## src/rtl/sudoku_pkg.sv

```systemverilog
// Shared types and default sizing for the tile-grid solve path.
package sudoku_pkg;

    // Default grid sizing; instances may override GRID_ORD and derive their own.
    localparam int DEF_GRID_ORD = 3;
    localparam int DEF_LEN      = DEF_GRID_ORD * DEF_GRID_ORD;
    localparam int DEF_AREA     = DEF_LEN * DEF_LEN;
    localparam int DEF_AREA_W   = $clog2(DEF_AREA);
    localparam int DEF_VAL_W    = (DEF_LEN > 1) ? $clog2(DEF_LEN) : 1;

    // Width of a binary tile value for a given LEN, never narrower than one bit.
    function automatic int val_width(input int len);
        return (len > 1) ? $clog2(len) : 1;
    endfunction

    typedef enum logic [1:0] {
        RC_NONE    = 2'b00,
        RC_SUCCESS = 2'b01,
        RC_NOSOLN  = 2'b10,
        RC_TIMEOUT = 2'b11
    } result_code_t;

    // One-hot sequencer state codes.
    localparam logic [5:0] ST_IDLE   = 6'b000001;
    localparam logic [5:0] ST_CLR    = 6'b000010;
    localparam logic [5:0] ST_ARM    = 6'b000100;
    localparam logic [5:0] ST_WAIT   = 6'b001000;
    localparam logic [5:0] ST_STREAM = 6'b010000;
    localparam logic [5:0] ST_REPORT = 6'b100000;

    typedef enum logic [5:0] {
        S_IDLE   = ST_IDLE,
        S_CLR    = ST_CLR,
        S_ARM    = ST_ARM,
        S_WAIT   = ST_WAIT,
        S_STREAM = ST_STREAM,
        S_REPORT = ST_REPORT
    } seq_state_t;

endpackage

```

## src/rtl/onehot_to_bin.sv

```systemverilog
// One-hot to binary index encoder; lowest set bit wins, all-zero maps to 0.
module onehot_to_bin #(
    parameter int LEN   = 9,
    parameter int VAL_W = 4
) (
    input  logic [LEN-1:0]   onehot,
    output logic [VAL_W-1:0] index,
    output logic             is_onehot
);

    // Scan from the top down so the lowest set bit is the last one written.
    always_comb begin
        index = '0;
        for (int i = LEN - 1; i >= 0; i--) begin
            if (onehot[i]) begin
                index = VAL_W'(i);
            end
        end
        is_onehot = (onehot != '0) && ((onehot & (onehot - LEN'(1))) == '0);
    end

endmodule

```

## src/rtl/grid_solve_sequencer.sv

```systemverilog
// Runs one grid solve per request: clear, start, watch done under a watchdog,
// then stream the solved tiles out in row-major order as binary digits.
//
// state  | meaning
// IDLE   | waiting for a request, req_ready high
// CLR    | one-cycle grid_reset pulse
// ARM    | one-cycle grid_start pulse
// WAIT   | counting cycles until done/success or watchdog expiry
// STREAM | presenting tile rd_addr on the output handshake
// REPORT | one-cycle result_valid pulse
module grid_solve_sequencer
    import sudoku_pkg::*;
#(
    parameter int GRID_ORD       = DEF_GRID_ORD,
    parameter int TIMEOUT_CYCLES = 2**20,
    parameter int CNT_W          = $clog2(TIMEOUT_CYCLES + 1),
    localparam int LEN           = GRID_ORD * GRID_ORD,
    localparam int AREA          = LEN * LEN,
    localparam int AREA_W        = $clog2(AREA),
    localparam int VAL_W         = val_width(LEN)
) (
    input  logic              clock,
    input  logic              reset,
    input  logic              req_valid,
    output logic              req_ready,
    output logic              grid_reset,
    output logic              grid_start,
    input  logic              grid_done,
    input  logic              grid_success,
    output logic [AREA_W-1:0] rd_addr,
    input  logic [LEN-1:0]    rd_value,
    output logic              out_valid,
    input  logic              out_ready,
    output logic [VAL_W-1:0]  out_data,
    output logic              out_last,
    output logic              result_valid,
    output logic [1:0]        result_code,
    output logic [CNT_W-1:0]  cycle_count,
    output logic              onehot_err
);

    seq_state_t        state_q, state_d;
    logic [AREA_W-1:0] rd_addr_q, rd_addr_d;
    logic [CNT_W-1:0]  cycle_count_q, cycle_count_d;
    result_code_t      result_code_q, result_code_d;
    logic              onehot_err_q, onehot_err_d;

    logic [VAL_W-1:0]  enc_index;
    logic              enc_is_onehot;
    logic              streaming;
    logic              at_last;

    onehot_to_bin #(
        .LEN   (LEN),
        .VAL_W (VAL_W)
    ) u_enc (
        .onehot    (rd_value),
        .index     (enc_index),
        .is_onehot (enc_is_onehot)
    );

    assign streaming = (state_q == S_STREAM);
    assign at_last   = (rd_addr_q == AREA_W'(AREA - 1));

    // Next-state, address, watchdog and result bookkeeping.
    always_comb begin
        state_d       = state_q;
        rd_addr_d     = rd_addr_q;
        cycle_count_d = cycle_count_q;
        result_code_d = result_code_q;
        onehot_err_d  = onehot_err_q;

        case (state_q)
            S_IDLE: begin
                rd_addr_d = '0;
                if (req_valid) begin
                    state_d       = S_CLR;
                    cycle_count_d = '0;
                    onehot_err_d  = 1'b0;
                    result_code_d = RC_NONE;
                end
            end
            S_CLR: begin
                state_d = S_ARM;
            end
            S_ARM: begin
                state_d = S_WAIT;
            end
            S_WAIT: begin
                // Every WAIT cycle is counted, including the one that ends the wait.
                if (cycle_count_q != CNT_W'(TIMEOUT_CYCLES)) begin
                    cycle_count_d = cycle_count_q + CNT_W'(1);
                end
                if (grid_done && grid_success) begin
                    state_d = S_STREAM;
                end else if (grid_done) begin
                    state_d       = S_REPORT;
                    result_code_d = RC_NOSOLN;
                end else if (cycle_count_q == CNT_W'(TIMEOUT_CYCLES - 1)) begin
                    state_d       = S_REPORT;
                    result_code_d = RC_TIMEOUT;
                end
            end
            S_STREAM: begin
                if (out_ready) begin
                    if (!enc_is_onehot) begin
                        onehot_err_d = 1'b1;
                    end
                    if (at_last) begin
                        state_d       = S_REPORT;
                        result_code_d = RC_SUCCESS;
                    end else begin
                        rd_addr_d = rd_addr_q + AREA_W'(1);
                    end
                end
            end
            S_REPORT: begin
                state_d = S_IDLE;
            end
            default: begin
                state_d = S_IDLE;
            end
        endcase
    end

    // State and bookkeeping registers; reset never pulses the grid.
    always_ff @(posedge clock or posedge reset) begin
        if (reset) begin
            state_q       <= S_IDLE;
            rd_addr_q     <= '0;
            cycle_count_q <= '0;
            result_code_q <= RC_NONE;
            onehot_err_q  <= 1'b0;
        end else begin
            state_q       <= state_d;
            rd_addr_q     <= rd_addr_d;
            cycle_count_q <= cycle_count_d;
            result_code_q <= result_code_d;
            onehot_err_q  <= onehot_err_d;
        end
    end

    assign req_ready    = (state_q == S_IDLE);
    assign grid_reset   = (state_q == S_CLR);
    assign grid_start   = (state_q == S_ARM);
    assign result_valid = (state_q == S_REPORT);
    assign out_valid    = streaming;
    assign out_data     = streaming ? enc_index : '0;
    assign out_last     = streaming && at_last;
    assign rd_addr      = rd_addr_q;
    assign result_code  = result_code_q;
    assign cycle_count  = cycle_count_q;
    assign onehot_err   = onehot_err_q;

endmodule

```

## config.mk

```make
export PLATFORM = sky130hd
export DESIGN_NAME = grid_solve_sequencer
export DESIGN_NICKNAME = d
export VERILOG_FILES = /design/src/rtl/sudoku_pkg.sv /design/src/rtl/onehot_to_bin.sv /design/src/rtl/grid_solve_sequencer.sv
export SDC_FILE = /design/constraint.sdc
export NUM_CORES = 1
export LEC_CHECK = 0
export BUFFER_PORTS_ARGS = -buffer_cell sky130_fd_sc_hd__buf_2
export CORE_UTILIZATION = 56
export CTS_BUF_LIST = sky130_fd_sc_hd__clkbuf_8
export DETAILED_ROUTE_END_ITERATION = 12
export GPL_TIMING_DRIVEN = 0
export PLACE_DENSITY = 0.86
export SKIP_CTS_REPAIR_TIMING = 1
export SLEW_MARGIN = 20
export SYNTH_ARGS = -nofsm -noshare
export SYNTH_HDL_FRONTEND = slang
export SYNTH_SLANG_ARGS = --single-unit
```

## constraint.sdc

```tcl
create_clock -name clock -period 2.6 [get_ports clock]
set_input_delay 0.26 -clock clock [delete_from_list [all_inputs] [get_ports clock]]
set_output_delay 0.26 -clock clock [all_outputs]
set_load 0.05 [all_outputs]
```

# == After elaboration in Yosys (flattened, before gate mapping) ==
# Index checks and enable logic that the tools add are counted.
# classes
n_bitwise,1
addsub,3
eq_ne,18
muxes,34
n_reduce_logical,13
# op_table
operator,n
two-way mux 21 bit,2
case mux 21 bit (2 select lines),1
two-way mux 4 bit,10
two-way mux 6 bit,6
case mux 6 bit (5 select lines),1
adder 21 x 1 -> 21 bit (second input constant),1
equality test 21 x 20 -> 1 bit (second input constant),1
inequality test 21 bit (second input constant),1
two-way mux 7 bit,2
case mux 7 bit (2 select lines),1
two-way mux 2 bit,6
inequality test 2 bit (second input constant),6
bitwise AND 9 bit,1
zero test 9 bit,1
nonzero test 9 bit,1
subtractor 9 x 1 -> 9 bit (second input constant),1
AND reduction 4 bit,2
adder 7 x 1 -> 7 bit (second input constant),1
equality test 7 bit (second input constant),1
equality test 6 x 1 -> 1 bit (second input constant),1
equality test 6 x 2 -> 1 bit (second input constant),1
equality test 6 x 3 -> 1 bit (second input constant),1
equality test 6 x 4 -> 1 bit (second input constant),1
equality test 6 x 5 -> 1 bit (second input constant),1
12 further kinds,18
# totals
input_bits,15
ff_bits,37
out_inout_bits,41
elab_cells,74

# == Longest topological paths before layout ==
# depth
word_depth,10
depth_mapped,8
mapped_depth_nobuf,7

# == By module ==
# Synthesis repeated with hierarchy kept, for this count alone.
# hier_totals
hier_cells,279
area_unflattened_um2,2351.0
# by_module_without_submodules
mod,seq_area_each_um2,cells_each,instances,area_each_um2
grid_solve_sequencer,927.1,249,1,2160.8
onehot_to_bin,0.0,30,1,190.2

# == Least setup slack after synthesis ==
# No wires, ideal clock.
# synth_path
kind,reg2out
from,reg state_q[1]
to,out out_data[1]
n_path_buf,1
setup_slack_ns,-0.131
path_stages_with_launch,5
t_required_ns,2.340
t_arrival_ns,2.471
path_cell_list,dfrtp_1 buf_6 nor4_4 nand2_1 nor4_1
# synth_between
elab_chain_cells,2
# synth_rtl
element,line_no,text
"start, declared",grid_solve_sequencer.sv:42,"seq_state_t state_q, state_d;"
"start signal, assigned",grid_solve_sequencer.sv:135,state_q <= state_d;
equality test 6 x 5 -> 1 bit,grid_solve_sequencer.sv:62,assign streaming = (state_q == S_STREAM);
two-way mux 4 bit,grid_solve_sequencer.sv:148,assign out_data = streaming ? enc_index : '0;
"end, declared",grid_solve_sequencer.sv:34,"output logic [VAL_W-1:0] out_data,"
# No other way between the ends.

# == Worst setup path in the final report ==
# layout_path
from,reg state_q[3]
to,out grid_start
# layout_between
elab_chain_cells,1
# layout_rtl
element,line_no,text
equality test 6 x 3 -> 1 bit,grid_solve_sequencer.sv:145,assign grid_start = (state_q == S_ARM);
"end, declared",grid_solve_sequencer.sv:27,"output logic grid_start,"
# No other way between the ends.

==> flow_summary.json <==
{
  "tns_ps": 0,
  "hold_slack_ps": -30.0,
  "finalCriticalPeriod_ps": 2250,
  "route.detailed.wl_per_inst_um": 15.7,
  "internal_power_uw": 1050,
  "crit_top_cell": "buf_2",
  "rows": 23,
  "die_area_um2": 4510,
  "grt_overflow_total": 0,
  "detailedPlace.worstSlack_ps": 447,
  "wl_met2_um": 2850,
  "first_pass_iters": 4,
  "h-tree-depth": 2,
  "synth_top_flop_cell": "dfrtp_1",
  "seq_area_frac_synth_pct": 39.0,
  "p_leak_uw": 0.00135,
  "io_pins": 56,
  "die_y_um": 67.2,
  "antenna_found_initial": 0,
  "hold_path_class": "primary input to async pin",
  "cts_inserted_buffers": 5,
  "routed.top_layer": "met4",
  "post-route-period-util_pct": 86.4,
  "worst_pin_slew_ps": 614,
  "stdcell_count": 371,
  "finalCoreUtilization_pct": 70.5,
  "drive_above_1_share_pct": 26.5,
  "cp_max_fo": 10,
  "cts.sinks": 37,
  "p_comb_share_pct": 38.9,
  "worstSkewPairLatency_ps": 280,
  "cp_top_family": "simple AND/OR/NAND/NOR gates",
  "netlist_instances": 258,
  "core_area_um2": 4030,
  "post-place-cells": 363,
  "synth.avg_cell_area_um2": 9.21,
  "path_cells": "buf_2 > or4_1 > nor3b_2 > buf_2",
  "fmax_mhz": 445,
  "relSlewSlack_pct": 58.5,
  "routed-wl-met3_um": 325,
  "io_buffers": 54,
  "fin_nets": 339,
  "async_flop_share_pct": 100,
  "failed_checks": "negative hold slack",
  "switching_power_uw": 719,
  "start_util_pct": 59.0,
  "switching_share_pct": 40.6,
  "grt_pass1_vias": 2134,
  "wl_um": 5820,
  "synthesis.area_um2": 2380,
  "hold_viol": 17,
  "cts_root_buf": "clkbuf_8",
  "crit_slowest_cell": "or4_1",
  "syn_nets": 277,
  "m1WireLength_um": 2580,
  "status": "finished with violations",
  "clkTransAtPathRegs_ps": 70,
  "fill_cells": 321,
  "vdd_drop_max_uv": 324,
  "synth_edf_count": 0,
  "power_uw": 1770,
  "drv_cap": 0,
  "setup_viol": 0,
  "yosysUniqueCellTypes": 59,
  "antenna_left": 0,
  "syn_to_final_growth_pct": 19.4,
  "grt_max_degree": 20,
  "clock_path_buffers": 2,
  "cts_tree": "yes",
  "path_buf_inv": 2,
  "clockPowerShare_pct": 23.3,
  "cp-end-kind": "output port",
  "die_w_um": 67.2,
  "route.detailed.drc": 0,
  "dp_hpwl_um": 4170,
  "n_antenna_cell": 0,
  "power_frac_seq_pct": 37.8,
  "place.gp.congestion": 0.882,
  "slowest_delay_ps": 540,
  "grt_pass1_wl_um": 9810,
  "power.density_nw_per_um2": 624,
  "critPathArrivalTime_ps": 1990,
  "ys_ff_latch": 37,
  "vias": 2265,
  "rsz0062_at_grt": "no",
  "required_ps": 2340,
  "ys_warn_count": 0,
  "drt_iter0_drc": 205,
  "slew_violations": 0,
  "crit_path_start_kind": "flip-flop",
  "viasPerCell": 6.11,
  "grt_usage_pct": 28.7,
  "fin_ws_ps": 354,
  "crit_type": "flip-flop to output port",
  "finalClockSkew_ps": 6.81
}
metal layers:
layer	track usage, %	vias up
met2	47.3	81
li1	-	1087
met4	10.1	0
met3	4.05	7
met5	0	-
met1	38.3	1090
kinds of logic (layout without fill, tap and decap cells):
group | after synthesis | after routing | synth area share [%]
buffers and inverters | 29 | 92 | 5.79
muxes | 2 | 2 | 0.842
and+or+nand+nor | 115 | 115 | 30.3
AOI/OAI and AO/OA | 54 | 54 | 15.7
DFF | 37 | 37 | 39.0
adders and majority gates | 4 | 4 | 2.11
xor gates and xnor gates | 17 | 17 | 6.26
through the flow:
step	area [um^2]	hold slack, ps
final	2840	-30.0
after global routing	2840	9.75
after CTS	2840	-12.5
after detailed placement	2750	293
after global placement	2720	467
after floorplan	2390	396
power groups by stage:
stage | clock network [uW] | logic [uW] | registers, uW
3_3_place_gp | 0 | 664 | 676
6_report | 413 | 690 | 669
4_1_cts | 417 | 687 | 669
5_1_grt | 435 | 744 | 679
2_1_floorplan | 0 | 451 | 741
3_5_place_dp | 0 | 685 | 680
cell usage in the layout, fill, tap and decap left out, types with 2 or more instances in the layout:
cell       Yosys  routed
a2111oi_0      4       4
buf_4          2       2
and4_1         3       3
nor2b_1        3       3
and3_1         5       5
xor2_1         7       7
a221o_1        2       2
nand2_1       13      13
o211ai_1       2       2
xnor2_1       10      10
clkbuf_8       0       6
or4_1          6       6
clkbuf_1       4       4
nand2b_1       2       2
buf_2          5      59
o31ai_1        4       4
nor3b_1        4       3
inv_1         15      16
ha_1           4       4
or3_1          4       4
dfrtp_1       36      36
nor4_1         6       5
o21ai_0       13      13
and3b_1        2       2
a21oi_1        9       9
a211oi_1       6       6
nor3_1         9       9
nor2_1        22      22
and2_1         3       3
mux2i_1        2       2
buf_6          2       2
nand3_1       10      10
nor4_4         2       2
nor4b_1        2       2
nand4_1        8       8
a22o_1         3       3
sequential cells by signal (all words and copies together) (netlist names):
| register | count |
|---|---|
| onehot_err | 1 |
| rd_addr | 7 |
| cycle_count | 21 |
| result_code | 2 |
| state_q | 6 |
final cells by class:
| type | instances | area (um^2) | area share, % |
|---|---|---|---|
| Clock inverter | 2 | 7.51 | 0.264 |
| Multi-Input combinational cell | 192 | 1320 | 46.6 |
| Buffer | 14 | 81.3 | 2.86 |
| Sequential cell | 37 | 927 | 32.7 |
| Clock buffer | 6 | 82.6 | 2.91 |
| Tap cell | 50 | 62.6 | 2.20 |
| Timing Repair Buffer | 55 | 298 | 10.5 |
| Inverter | 15 | 56.3 | 1.98 |
synthesized netlist by cell type (3+ instances only):
cell type  instances  share of area, %
inv_1             15               2.4
dfrtp_1           36                38
a2111oi_0          4               1.5
a21oi_1            9               1.9
nand3_1           10               2.1
nor4_1             6               1.6
nor3_1             9               1.9
or4_1              6               1.9
o21ai_0           13               2.7
nand4_1            8               2.1
and3_1             5               1.3
nor3b_1            4               1.3
o31ai_1            4               1.3
xnor2_1           10               3.7
or3_1              4               1.1
a211oi_1           6               1.9
buf_2              5               1.1
nand2_1           13               2.1
clkbuf_1           4              0.63
xor2_1             7               2.6
ha_1               4               2.1
and4_1             3               1.1
a22o_1             3               1.1
and2_1             3              0.79
nor2_1            22               3.5
nor2b_1            3              0.79
final timing paths:
| path | from | end | slack, ps | cells after the start |
|---|---|---|---|---|
| setup / recovery | state_q[3]$_DFFE_PP0P_ | grid_start | 350 | 4 |
| hold / removal | reset | rd_addr[3]$_DFFE_PP0P_ | -30 | 2 |
| setup reg to reg | cycle_count[0]$_DFFE_PP0P_ | state_q[5]$_DFFE_PP0P_ | 420 | 6 |
| hold reg to reg | onehot_err$_DFFE_PP0P_ | onehot_err$_DFFE_PP0P_ | 520 | 1 |
| max in group asynchronous | reset | cycle_count[15]$_DFFE_PP0P_ | 2190 | 3 |
| min in group clock | grid_success | state_q[5]$_DFFE_PP0P_ | 230 | 2 |
(Power assumes the default switching activity.)
